`src/rtl/tdc_pulse_gen_if.sv`:
```
// Load/trigger bus and pulse outputs of the TDC pulse generator.
// The master drives loads and triggers; the slave is the generator itself.
interface tdc_pulse_gen_if;
    logic [7:0] load_data;
    logic [1:0] load_sel;
    logic       load_en;
    logic       trigger;
    logic [3:0] burst_len;
    logic       start_out;
    logic       stop_out;
    logic       busy;
    logic       done;
    logic       overrun;

    modport master (
        output load_data, load_sel, load_en, trigger, burst_len,
        input  start_out, stop_out, busy, done, overrun
    );

    modport slave (
        input  load_data, load_sel, load_en, trigger, burst_len,
        output start_out, stop_out, busy, done, overrun
    );
endinterface

```
`src/rtl/tdc_pulse_gen.sv`:
```
// Start/stop edge-pair source for on-chip TDC characterisation; stop rises exactly D cycles after start.
// Optional TDCGEN_BURST_EN enables bursts of burst_len+1 pairs separated by GAP_CYCLES idle cycles.
module tdc_pulse_gen #(
    parameter int N_DELAY    = 32,
    parameter int GAP_CYCLES = 4
) (
    input logic            delay_clk,
    input logic            rst_n,
    tdc_pulse_gen_if.slave bus
);

`ifdef TDCGEN_BURST_EN
    typedef enum logic [1:0] {ST_IDLE = 2'd0, ST_RUN = 2'd1, ST_STOP = 2'd2, ST_GAP = 2'd3} state_t;
    localparam int GW = (GAP_CYCLES > 1) ? $clog2(GAP_CYCLES) : 1;
    logic [3:0]    reps_r, reps_nxt_s;
    logic [GW-1:0] gap_r, gap_nxt_s;
`else
    typedef enum logic [1:0] {ST_IDLE = 2'd0, ST_RUN = 2'd1, ST_STOP = 2'd2} state_t;
`endif

    state_t             state_r, state_nxt_s;
    logic [N_DELAY-1:0] delay_r, delay_nxt_s;
    logic [N_DELAY-1:0] cnt_r, cnt_nxt_s;
    logic               trig_q_r;
    logic               trig_edge_s;
    logic               start_r, start_nxt_s;
    logic               stop_r, stop_nxt_s;
    logic               busy_r, busy_nxt_s;
    logic               done_r, done_nxt_s;
    logic               overrun_r, overrun_nxt_s;

    // A zero code would never reach the stop threshold, so it runs as one cycle.
    function automatic logic [N_DELAY-1:0] eff_delay(input logic [N_DELAY-1:0] d);
        if (d == {N_DELAY{1'b0}}) begin
            return N_DELAY'(1);
        end else begin
            return d;
        end
    endfunction

    assign trig_edge_s   = bus.trigger & ~trig_q_r;
    assign bus.start_out = start_r;
    assign bus.stop_out  = stop_r;
    assign bus.busy      = busy_r;
    assign bus.done      = done_r;
    assign bus.overrun   = overrun_r;

    // Next-state and next-output logic for the pulse sequencer.
    always_comb begin
        state_nxt_s   = state_r;
        delay_nxt_s   = delay_r;
        cnt_nxt_s     = cnt_r;
        start_nxt_s   = start_r;
        stop_nxt_s    = 1'b0;
        busy_nxt_s    = busy_r;
        done_nxt_s    = 1'b0;
        overrun_nxt_s = overrun_r;
`ifdef TDCGEN_BURST_EN
        reps_nxt_s    = reps_r;
        gap_nxt_s     = gap_r;
`endif
        if (trig_edge_s && (state_r != ST_IDLE)) begin
            overrun_nxt_s = 1'b1;
        end else begin
            overrun_nxt_s = overrun_r;
        end

        case (state_r)
            ST_IDLE: begin
                if (bus.load_en) begin
                    overrun_nxt_s = 1'b0;
                    // Lanes beyond the code width simply match no slice.
                    for (int i = 0; i < N_DELAY / 8; i++) begin
                        if (int'(bus.load_sel) == i) begin
                            delay_nxt_s[i*8 +: 8] = bus.load_data;
                        end else begin
                            delay_nxt_s[i*8 +: 8] = delay_r[i*8 +: 8];
                        end
                    end
                end else begin
                    delay_nxt_s = delay_r;
                end
                if (trig_edge_s) begin
                    state_nxt_s = ST_RUN;
                    start_nxt_s = 1'b1;
                    busy_nxt_s  = 1'b1;
                    cnt_nxt_s   = eff_delay(delay_nxt_s);
`ifdef TDCGEN_BURST_EN
                    reps_nxt_s  = bus.burst_len;
`endif
                end else begin
                    state_nxt_s = ST_IDLE;
                end
            end
            ST_RUN: begin
                if (cnt_r == N_DELAY'(1)) begin
                    state_nxt_s = ST_STOP;
                    stop_nxt_s  = 1'b1;
                end else begin
                    cnt_nxt_s   = cnt_r - N_DELAY'(1);
                end
            end
            ST_STOP: begin
                start_nxt_s = 1'b0;
`ifdef TDCGEN_BURST_EN
                if (reps_r == 4'd0) begin
                    state_nxt_s = ST_IDLE;
                    busy_nxt_s  = 1'b0;
                    done_nxt_s  = 1'b1;
                end else begin
                    state_nxt_s = ST_GAP;
                    gap_nxt_s   = GW'(GAP_CYCLES - 1);
                end
`else
                state_nxt_s = ST_IDLE;
                busy_nxt_s  = 1'b0;
                done_nxt_s  = 1'b1;
`endif
            end
`ifdef TDCGEN_BURST_EN
            ST_GAP: begin
                if (gap_r == GW'(0)) begin
                    state_nxt_s = ST_RUN;
                    start_nxt_s = 1'b1;
                    cnt_nxt_s   = eff_delay(delay_r);
                    reps_nxt_s  = reps_r - 4'd1;
                end else begin
                    gap_nxt_s   = gap_r - GW'(1);
                end
            end
`endif
            default: begin
                state_nxt_s = ST_IDLE;
                start_nxt_s = 1'b0;
                busy_nxt_s  = 1'b0;
            end
        endcase
    end

    // State, delay code and registered outputs; reset drops everything at once.
    always_ff @(posedge delay_clk or posedge rst_n) begin
        if (rst_n) begin
            state_r   <= ST_IDLE;
            delay_r   <= {N_DELAY{1'b0}};
            cnt_r     <= {N_DELAY{1'b0}};
            trig_q_r  <= 1'b0;
            start_r   <= 1'b0;
            stop_r    <= 1'b0;
            busy_r    <= 1'b0;
            done_r    <= 1'b0;
            overrun_r <= 1'b0;
`ifdef TDCGEN_BURST_EN
            reps_r    <= 4'd0;
            gap_r     <= GW'(0);
`endif
        end else begin
            state_r   <= state_nxt_s;
            delay_r   <= delay_nxt_s;
            cnt_r     <= cnt_nxt_s;
            trig_q_r  <= bus.trigger;
            start_r   <= start_nxt_s;
            stop_r    <= stop_nxt_s;
            busy_r    <= busy_nxt_s;
            done_r    <= done_nxt_s;
            overrun_r <= overrun_nxt_s;
`ifdef TDCGEN_BURST_EN
            reps_r    <= reps_nxt_s;
            gap_r     <= gap_nxt_s;
`endif
        end
    end

endmodule

```
`src/flat_wrapper.sv`:
```
// flat-port wrapper written by rule: the top's interface ports become plain ports
module tdc_pulse_gen_flat 
#(
    parameter int N_DELAY    = 32,
    parameter int GAP_CYCLES = 4
)
  (delay_clk, rst_n, bus_load_data, bus_load_sel, bus_load_en, bus_trigger, bus_burst_len, bus_start_out, bus_stop_out, bus_busy, bus_done, bus_overrun);
  tdc_pulse_gen_if bus_i ();
  input logic delay_clk;
  input logic rst_n;
  input wire logic [$bits(bus_i.load_data)-1:0] bus_load_data;
  input wire logic [$bits(bus_i.load_sel)-1:0] bus_load_sel;
  input wire logic [$bits(bus_i.load_en)-1:0] bus_load_en;
  input wire logic [$bits(bus_i.trigger)-1:0] bus_trigger;
  input wire logic [$bits(bus_i.burst_len)-1:0] bus_burst_len;
  output wire logic [$bits(bus_i.start_out)-1:0] bus_start_out;
  output wire logic [$bits(bus_i.stop_out)-1:0] bus_stop_out;
  output wire logic [$bits(bus_i.busy)-1:0] bus_busy;
  output wire logic [$bits(bus_i.done)-1:0] bus_done;
  output wire logic [$bits(bus_i.overrun)-1:0] bus_overrun;
  assign bus_i.load_data = bus_load_data;
  assign bus_i.load_sel = bus_load_sel;
  assign bus_i.load_en = bus_load_en;
  assign bus_i.trigger = bus_trigger;
  assign bus_i.burst_len = bus_burst_len;
  assign bus_start_out = bus_i.start_out;
  assign bus_stop_out = bus_i.stop_out;
  assign bus_busy = bus_i.busy;
  assign bus_done = bus_i.done;
  assign bus_overrun = bus_i.overrun;
  tdc_pulse_gen #(.N_DELAY(N_DELAY), .GAP_CYCLES(GAP_CYCLES)) u_core (.delay_clk(delay_clk), .rst_n(rst_n), .bus(bus_i));
endmodule
```
`config.mk`:
```
export PLATFORM = sky130hd
export DESIGN_NAME = tdc_pulse_gen_flat
export DESIGN_NICKNAME = d
export VERILOG_FILES = /design/src/rtl/tdc_pulse_gen_if.sv /design/src/rtl/tdc_pulse_gen.sv /design/src/flat_wrapper.sv
export SDC_FILE = /design/constraint.sdc
export NUM_CORES = 1
export LEC_CHECK = 0
export ABC_CLOCK_PERIOD_IN_PS = 7500
export BUFFER_PORTS_ARGS = -buffer_cell sky130_fd_sc_hd__buf_2
export CAP_MARGIN = 20
export CORE_MARGIN = 5
export CORE_UTILIZATION = 30
export DETAILED_ROUTE_END_ITERATION = 7
export GPL_ROUTABILITY_DRIVEN = 0
export GPL_TIMING_DRIVEN = 1
export PLACE_DENSITY_LB_ADDON = 0.08
export SYNTH_ARGS = -nofsm -noshare
export SYNTH_HDL_FRONTEND = slang
export SYNTH_SLANG_ARGS = --single-unit
```
`constraint.sdc`:
```
create_clock -name delay_clk -period 7.5 [get_ports delay_clk]
set_input_delay 1.125 -clock delay_clk [delete_from_list [all_inputs] [get_ports delay_clk]]
set_output_delay 1.125 -clock delay_clk [all_outputs]
set_load 0.01 [all_outputs]
```
==> metrics list, run 1 <==
- Result of the run: finished, final reports clean
- In this run the core area contains 43 standard-cell rows.
- Yosys warnings: 0
- The via count of the first global-routing pass was ~3400.
- Post-placement cell area: around 4300 um^2
* Most instantiated cells after synthesis: sky130_fd_sc_hd__dfrtp_1 (71), sky130_fd_sc_hd__nor2_1 (47), sky130_fd_sc_hd__nand2_1 (38)
- The signal on the critical path passes through or4_1 -> or4_4 -> o31a_1 -> nor2_8 -> inv_4 -> o21ai_0 -> a31oi_1.
- For this run, the register share of the synthesized area comes to 0.429.
* Antenna cells: 0
- Post-synthesis async set-or-reset flop share: 1.00
- Area taken by multi-input logic gates: approximately 2200 um^2
- Arrival time of the worst setup path: 3.42 ns
- Count of cell types in the netlist: 56
- Post-CTS timing repair inserted 0 buffers for setup.
- Cell with the biggest individual delay on the critical path: sky130_fd_sc_hd__or4_1
- Along the worst path, the maximum fanout reaches 22.
* Synth top area cells: sky130_fd_sc_hd__dfrtp_1 (43%), sky130_fd_sc_hd__mux2_2 (7.9%), sky130_fd_sc_hd__mux2i_1 (5.3%)
- Crit path capture type: flip-flop
* Initial antenna violation count: 0
- Primary FF master, synth: sky130_fd_sc_hd__dfrtp_1
- Detailed Route Iter0 Violations: 306
* Pin count of the biggest net entering global routing: 72
- Summed over all layers, the global routing overflow is 0.
- Setup violations remaining at the end of the flow were counted as 0.
- Clock skew on the completed layout was measured at 0.00986 ns.
* TritonCTS clock tree: built
- The worst path in the final design needs a cycle of 3.23 ns, including I/O delays and setup.
* Slowest cell delay on critical path: about 0.65 ns
- The routed layout has approximately 3500 vias.
* Placeable core region: 13700 um^2
- Routed Antenna Nets: 0
- After detailed routing, the number of vias per cell comes to 5.46.
- The first detailed-routing pass took 5 iterations.
- In this run the static leakage power is 1.92 nW.
* Die Footprint: 16300 um^2
- Nets: 474
- Summed over all layers, the routed wires come to 12600 um.
* Setup TNS Final: 0 ns
- In the final layout, the share of cells above drive strength 1 is 0.170.
- The final hold violation count was 0.
* Height of the die: 128 um
- Total number of clock tree sinks: 71
- GR Util All Layers: 0.164
- Starting density of the core: 0.302
* Mean Syn Cell Area: 9.15 um^2
- Largest buffer count on any clock path: 2
- Die width: ~130 um
* Netlist area before placement: 4140 um^2
- Post-route standard cell area excluding fillers: 4690 um^2
- Cell at the root of the clock tree: sky130_fd_sc_hd__clkbuf_16
* Total count of max-transition violations in the final report: 0
- STA classifies the critical path startpoint as a flip-flop.
- Count leader, synth: sky130_fd_sc_hd__dfrtp_1
* Slew headroom: 0.361
- Clock buffer count from CTS: 9
* Reg area: 1780 um^2
* Top cell type's share of synthesized area: 0.429
- During I/O placement, the number of pins put on the boundary was 23.
* # placed instances: between 600 and 700
* Number of input and output port buffers inserted: 18
- Cell type contributing the most total cell area after synthesis: sky130_fd_sc_hd__dfrtp_1
- For the worst setup path, the data required time is 7.69 ns.
- The finished layout holds 639 standard cells, fillers aside.
- Based on the critical path, the design can be clocked at up to just over 0.3 GHz.
* Largest voltage drop on the vdd net: 0.130 mV
- Worst Path Class, Setup: flip-flop to flip-flop
* Unrepaired setup endpoints after global routing: false
- Count of instances resized after the clock tree is built: 0
- Dividing the detail-routed wire length by the instance count gives 19.7 um.
* H-tree levels: 3
- Clock latency on the worst-skew pair, taken at its later pin, is 0.35 ns.
- For this run, design rule violations remaining after detail routing come to 0.
- Fillcell total: 1426
* Class of the tightest hold or removal check: flip-flop to flip-flop
* Worst Max-Slew Pin Slew: 0.952 ns
- Mapped Nets: 473
- Power density over the cells: 361 nW/um^2
- Relative to the synthesized area, the layout overhead comes to 13.1%.
- Number of max-capacitance violations reported: 0
- After synthesis the netlist holds a flip-flop and latch count of 71.
* Number of synthesized flops with an enable pin: 0
* Number of hold buffers added after cts: 0
* Cells after Synth: 453
- Dividing the final minimum period by the clock period gives 0.431.
- Clock-pin slew was measured on the worst setup and hold paths at 0.06 ns.
- First-pass GRT wire length: 20300 um
- Detailed placement ended at an HPWL of between 8000 and 9000 um.
cell type report:
type / count / share of cell area
Timing Repair Buffer: 24 / 0.0288
Clock buffer: 10 / 0.0510
Inverter: 10 / 0.00854
Sequential cell: 71 / 0.379
Clock inverter: 6 / 0.0230
Multi-Input combinational cell: 338 / 0.462
Tap cell: 180 / 0.0480
kinds of logic after synthesis:
logic type	after synthesis	share of synthesized area
compound gates	115	0.173
xor+xnor	2	0.00423
fa+ha+maj	2	0.00604
buf+inv	44	0.0507
flops	71	0.429
mux	51	0.132
simple gates	168	0.205
metal layers:
metal | GRT usage | wire length [um] | vias to the layer above
met1 | 0.242 | 6190 | 1686
li1 | - | - | 1672
met2 | 0.241 | 5530 | 115
met5 | 0 | 0 | -
met4 | 0.0631 | 250 | 0
met3 | 0.0213 | 598 | 16
state kept, by name, indices dropped and copies added (netlist names):
register              count
u_core.bus.overrun        1
u_core.bus.stop_out       1
u_core.delay_r           32
u_core.state_r            2
u_core.bus.start_out      1
u_core.bus.done           1
u_core.trig_q_r           1
u_core.cnt_r             32
worst paths after layout:
kind	from	end	slack, ns	depth (start not counted)
setup / recovery	u_core.cnt_r[4]	u_core.cnt_r[0]	4.27	7
hold / removal	u_core.delay_r[2]	u_core.delay_r[2]	0.51	1
setup reg to reg	u_core.cnt_r[4]	u_core.cnt_r[0]	4.27	7
hold reg to reg	u_core.delay_r[2]	u_core.delay_r[2]	0.51	1
max in group asynchronous	rst_n	u_core.cnt_r[25]	5.81	3
min in group asynchronous	rst_n	u_core.state_r[0]	1.06	3
cell usage in the layout, fill, tap and decap left out, drive strengths merged, types with 3 or more instances in the layout:
cell,synthesis,layout
buf,11,24
or3,5,5
nand2,38,38
nor2,48,48
o22ai,6,6
nor4b,3,3
nand3,15,15
clkbuf,23,10
or4,8,8
a21oi,35,35
mux2,29,29
a31oi,7,7
inv,10,10
dfrtp,71,71
nor3,12,12
o211ai,3,3
mux2i,22,22
nor4,16,16
nor2b,3,3
nand4,4,4
nand2b,4,4
o21ai,35,35
o221ai,4,4
bufinv,0,3
critical path, delay by kind of cell (launching register included):
kind                   cells  cell delay [ns]
and+or+nand+nor            3             1.66
AOI/OAI and AO/OA          3             0.81
DFF                        1             0.44
buffers and inverters      1             0.17
stage by stage:
stage / setup slack, ns / utilization / hold slack (ns) / power (W)
global route: 4.10 / 0.342 / 0.539 / 0.00181
finish: 4.27 / 0.342 / 0.510 / 0.00169
floorplan: 4.58 / - / 0.471 / 0.00103
CTS: 4.27 / 0.342 / 0.515 / 0.00171
global placement: 4.16 / 0.316 / 0.492 / 0.00118
detailed placement: 4.11 / 0.316 / 0.502 / 0.00119
report_power, final:
part	switching [W]	total, W	leakage [nW]	internal, W
combinational	0.000298	0.000515	0.901	0.000216
sequential	0.000138	0.000668	0.855	0.000530
clock	0.000177	0.000510	0.168	0.000333
total	0.000614	0.00169	1.92	0.00108
Note: power is estimated with default switching activity, not from simulation.
==> inputs of run 2 (changes only) <==
--- a/config.mk
+++ b/config.mk
@@ -5,7 +5,7 @@
 export SDC_FILE = /design/constraint.sdc
 export NUM_CORES = 1
 export LEC_CHECK = 0
-export ABC_CLOCK_PERIOD_IN_PS = 7500
+export ABC_CLOCK_PERIOD_IN_PS = 3300
 export BUFFER_PORTS_ARGS = -buffer_cell sky130_fd_sc_hd__buf_2
 export CAP_MARGIN = 20
 export CORE_MARGIN = 5
==> constraint.sdc (replaced) <==
create_clock -name delay_clk -period 3.3 [get_ports delay_clk]
set_input_delay 0.495 -clock delay_clk [delete_from_list [all_inputs] [get_ports delay_clk]]
set_output_delay 0.495 -clock delay_clk [all_outputs]
set_load 0.01 [all_outputs]
==> run 2 against run 1 <==
Maximum frequency is 10% higher. Final area is 0.27% higher. Flip-flop and latch count stayed put.
==> metrics list, run 2 (synthesis results as in run 1) <==
- Drt pass-1 iters: 4 (-1)
- Cell at the root of the clock tree: sky130_fd_sc_hd__clkbuf_16
- Proportion of total power due to net switching: 0.375 (+0.0124)
- Estimated wirelength of the detail-placed design: 9080 um (+5.3%)
- The clock share of power came to 0.262 (-0.039).
- Switching component of the power: 0.00137 W (+120%)
- The smallest hold slack was 0.266 ns (-0.245 ns).
* Number of standard-cell rows in the floorplan: 43 (unchanged)
- Count of instances resized after the clock tree is built: 0 (unchanged)
* Initial antenna violation count: 0 (unchanged)
- The cell family contributing the most delay on the critical path is simple AND/OR/NAND/NOR gates.
* H-tree levels: 3 (unchanged)
- The register share of total power is 0.414 (+0.019).
- The power density relative to cell area came to 778 nW/um^2 (+120%).
* End of the worst register-to-register path: u_core.cnt_r[0]
* Worst Path Class, Setup: flip-flop to flip-flop
- The internal cell power is 0.00229 W (+110%).
- The path with the worst hold slack has its endpoint at u_core.trig_q_r.
- The leakage power of the design came to 1.95 nW (+1.2%).
- Post-Route Skew: 0.00668 ns (-0.00318 ns)
* First-pass GRT wire length: 20200 um (-0.10%)
- Unrepaired setup endpoints after global routing: false
* Maximum clock rate: 0.341 GHz (+10%)
- Worst Max-Slew Pin Slew: 0.905 ns (-0.0467 ns)
- Slowest cell delay on critical path: 0.67 ns (+0.02 ns)
- The top cell types in the final layout, fill and taps aside, are sky130_fd_sc_hd__dfrtp_1 (71), sky130_fd_sc_hd__nor2_1 (47), sky130_fd_sc_hd__nand2_1 (38).
- Class of the tightest hold or removal check: input pin to flip-flop
- The die span in y was 128 um (unchanged).
- Clock buffer count from CTS: 9 (unchanged)
- Detailed Route Iter0 Violations: 217 (-29%)
- Number of stages on the worst hold path: 1 (unchanged)
- The largest registers in the layout are u_core.cnt_r (32), u_core.delay_r (32), u_core.state_r (2).
- Final hold vios: 0 (unchanged)
* Worst-Skew Late Latency: 0.34 ns (about the same)
* Portion of the clock cycle consumed by the worst path in the final layout: 0.888 (+0.457)
* Routed Antenna Nets: 0 (unchanged)
- The data arrival time of the critical path was 3.16 ns (-0.26 ns).
- Setup TNS Final: 0 ns (unchanged)
- The non-filler instance count after layout is 647 (+1.3%).
* Total wire length: 12700 um (+1.2%)
- TritonCTS built the clock tree.
* Crit start category: flip-flop
- Average wire per standard cell: 19.6 um (about the same)
- Total count of max-transition violations in the final report: 0 (unchanged)
- The largest net degree at the start of global routing was 40 (-44%).
- The total number of vias came to 3465 (-0.69%).
- The total global routing overflow came to 0 (unchanged).
* Crit path buffers/inverters: 1 (unchanged)
- Antenna cells: 0 (unchanged)
- Result of the run: finished, final reports clean
- The worst setup path is captured at a flip-flop.
* Nets: 483 (+1.9%)
- Largest buffer count on any clock path: 2 (unchanged)
* Synthesis-to-layout area growth: 13.4%
- Total number of clock tree sinks: 71 (unchanged)
- Vias per inst: 5.36 (-1.9%)
- The startpoint identified for the worst hold timing path is bus_trigger.
- Detailed-route DRC error count: 0 (unchanged)
* Slew headroom: 0.396 (+0.0351)
- Starting density of the core: 0.302 (unchanged)
* Number of max-capacitance violations reported: 0 (unchanged)
- The library cell used most frequently in the layout, excluding fill and tap cells, is sky130_fd_sc_hd__dfrtp_1.
- Number of input and output port buffers inserted: 18 (unchanged)
* Number of hold buffers added after cts: 0 (unchanged)
- Post-Route Utilization: 0.343 (+0.000912)
- Largest fanout on the critical path: 16 (-27%)
- The cell count after placement was 632 (+1.4%).
* Cell chain of the critical path: or4_1 -> or4_4 -> o31a_1 -> nor2_8 -> inv_4 -> o21ai_0 -> a31oi_1
- Setup Fix Bufs, Post-CTS: 0 (unchanged)
- Via count of the first global-routing pass: 3425 (+1.5%)
- The worst path required time is 3.53 ns (-4.16 ns).
* RR Startpoint: u_core.cnt_r[12]
- The overall track demand over capacity in global routing was 0.164 (+0.000175).
- Io pins: 23 (unchanged)
- Clock-pin slew on the worst setup and hold paths: 0.06 ns (about the same)
- Cell with the biggest individual delay on the critical path: sky130_fd_sc_hd__or4_1
* Largest voltage drop on the vdd net: 0.224 mV (+73%)
- Final count of negative-setup-slack endpoints: 0 (unchanged)
- The core footprint was 13700 um^2 (unchanged).
* Min cycle time layout: 2.93 ns (-0.301 ns)
* Length in cells of the worst reg-to-reg path: 7 (unchanged)
* Die Footprint: 16300 um^2 (unchanged)
* Fraction of final layout cells with drive strength greater than 1: 0.182 (+0.0121)
* Gate power share: 0.324 (+0.020)
* Die width: 128 um (unchanged)
* Worst-case register-to-register setup slack: 0.37 ns (-3.90 ns)
[run 2: cell types whose count changed in the layout (fill, tap and decap cells not counted)]
cell	before	now
sky130_fd_sc_hd__buf_12	0	1
sky130_fd_sc_hd__clkbuf_8	1	0
sky130_fd_sc_hd__clkinv_2	2	4
sky130_fd_sc_hd__buf_4	6	14
sky130_fd_sc_hd__bufinv_16	3	1
sky130_fd_sc_hd__clkbuf_1	0	1
sky130_fd_sc_hd__clkinvlp_4	1	0
[run 2: cell type report]
class                      instances  area, um^2
clock inverter                     5        50.0
inverter                          10        40.0
tap                              180         225
sequential                        71        1780
multi-input combinational        338        2160
clock buffer                      10         229
timing repair buffer              33         215
fill                            1433        9020
[run 2: worst max-delay path by stage]
stage / startpoint / to / slack (ns) / cells past startpoint
after global placement: u_core.cnt_r[12] / u_core.cnt_r[20] / 0.41 / 7
after global routing: u_core.cnt_r[12] / u_core.cnt_r[0] / 0.25 / 7
after CTS: u_core.cnt_r[12] / u_core.cnt_r[0] / 0.35 / 7
after floorplan: u_core.cnt_r[12] / u_core.cnt_r[4] / 0.60 / 10
final: u_core.cnt_r[12] / u_core.cnt_r[0] / 0.37 / 7
after detailed placement: u_core.cnt_r[12] / u_core.cnt_r[0] / 0.35 / 7
[run 2: worst register-to-register path, cell delays in order, from the launching register on]
cell and delay [ns]:
sky130_fd_sc_hd__dfrtp_1 0.42, sky130_fd_sc_hd__or4_1 0.67, sky130_fd_sc_hd__or4_4 0.63, sky130_fd_sc_hd__o31a_1 0.40
sky130_fd_sc_hd__nor2_8 0.27, sky130_fd_sc_hd__inv_4 0.16, sky130_fd_sc_hd__o21ai_0 0.21, sky130_fd_sc_hd__a31oi_1 0.06
[run 2: routing by layer]
metal | up-vias | track usage | routed length [um]
met2 | 68 | 0.252 | 5850
met1 | 1698 | 0.236 | 6300
li1 | 1687 | - | -
met4 | 0 | 0.0587 | 210
met5 | - | 0 | 0
met3 | 12 | 0.0209 | 348
[run 2: power by group through the flow]
stage,clock [W],combinational [W],sequential (W)
6_report,0.000960,0.00118,0.00151
5_1_grt,0.00102,0.00133,0.00157
4_1_cts,0.000990,0.00120,0.00151
3_5_place_dp,0,0.00119,0.00152
3_3_place_gp,0,0.00118,0.00152
2_1_floorplan,0,0.000903,0.00143
[run 2: stage by stage]
stage          setup slack (ns)  power [W]  cell area, um^2
6_report                  0.369    0.00366             4700
5_1_grt                   0.248    0.00392             4700
4_1_cts                   0.348    0.00370             4700
3_5_place_dp              0.348    0.00271             4420
3_3_place_gp              0.405    0.00270             4420
2_1_floorplan             0.596    0.00233             4140
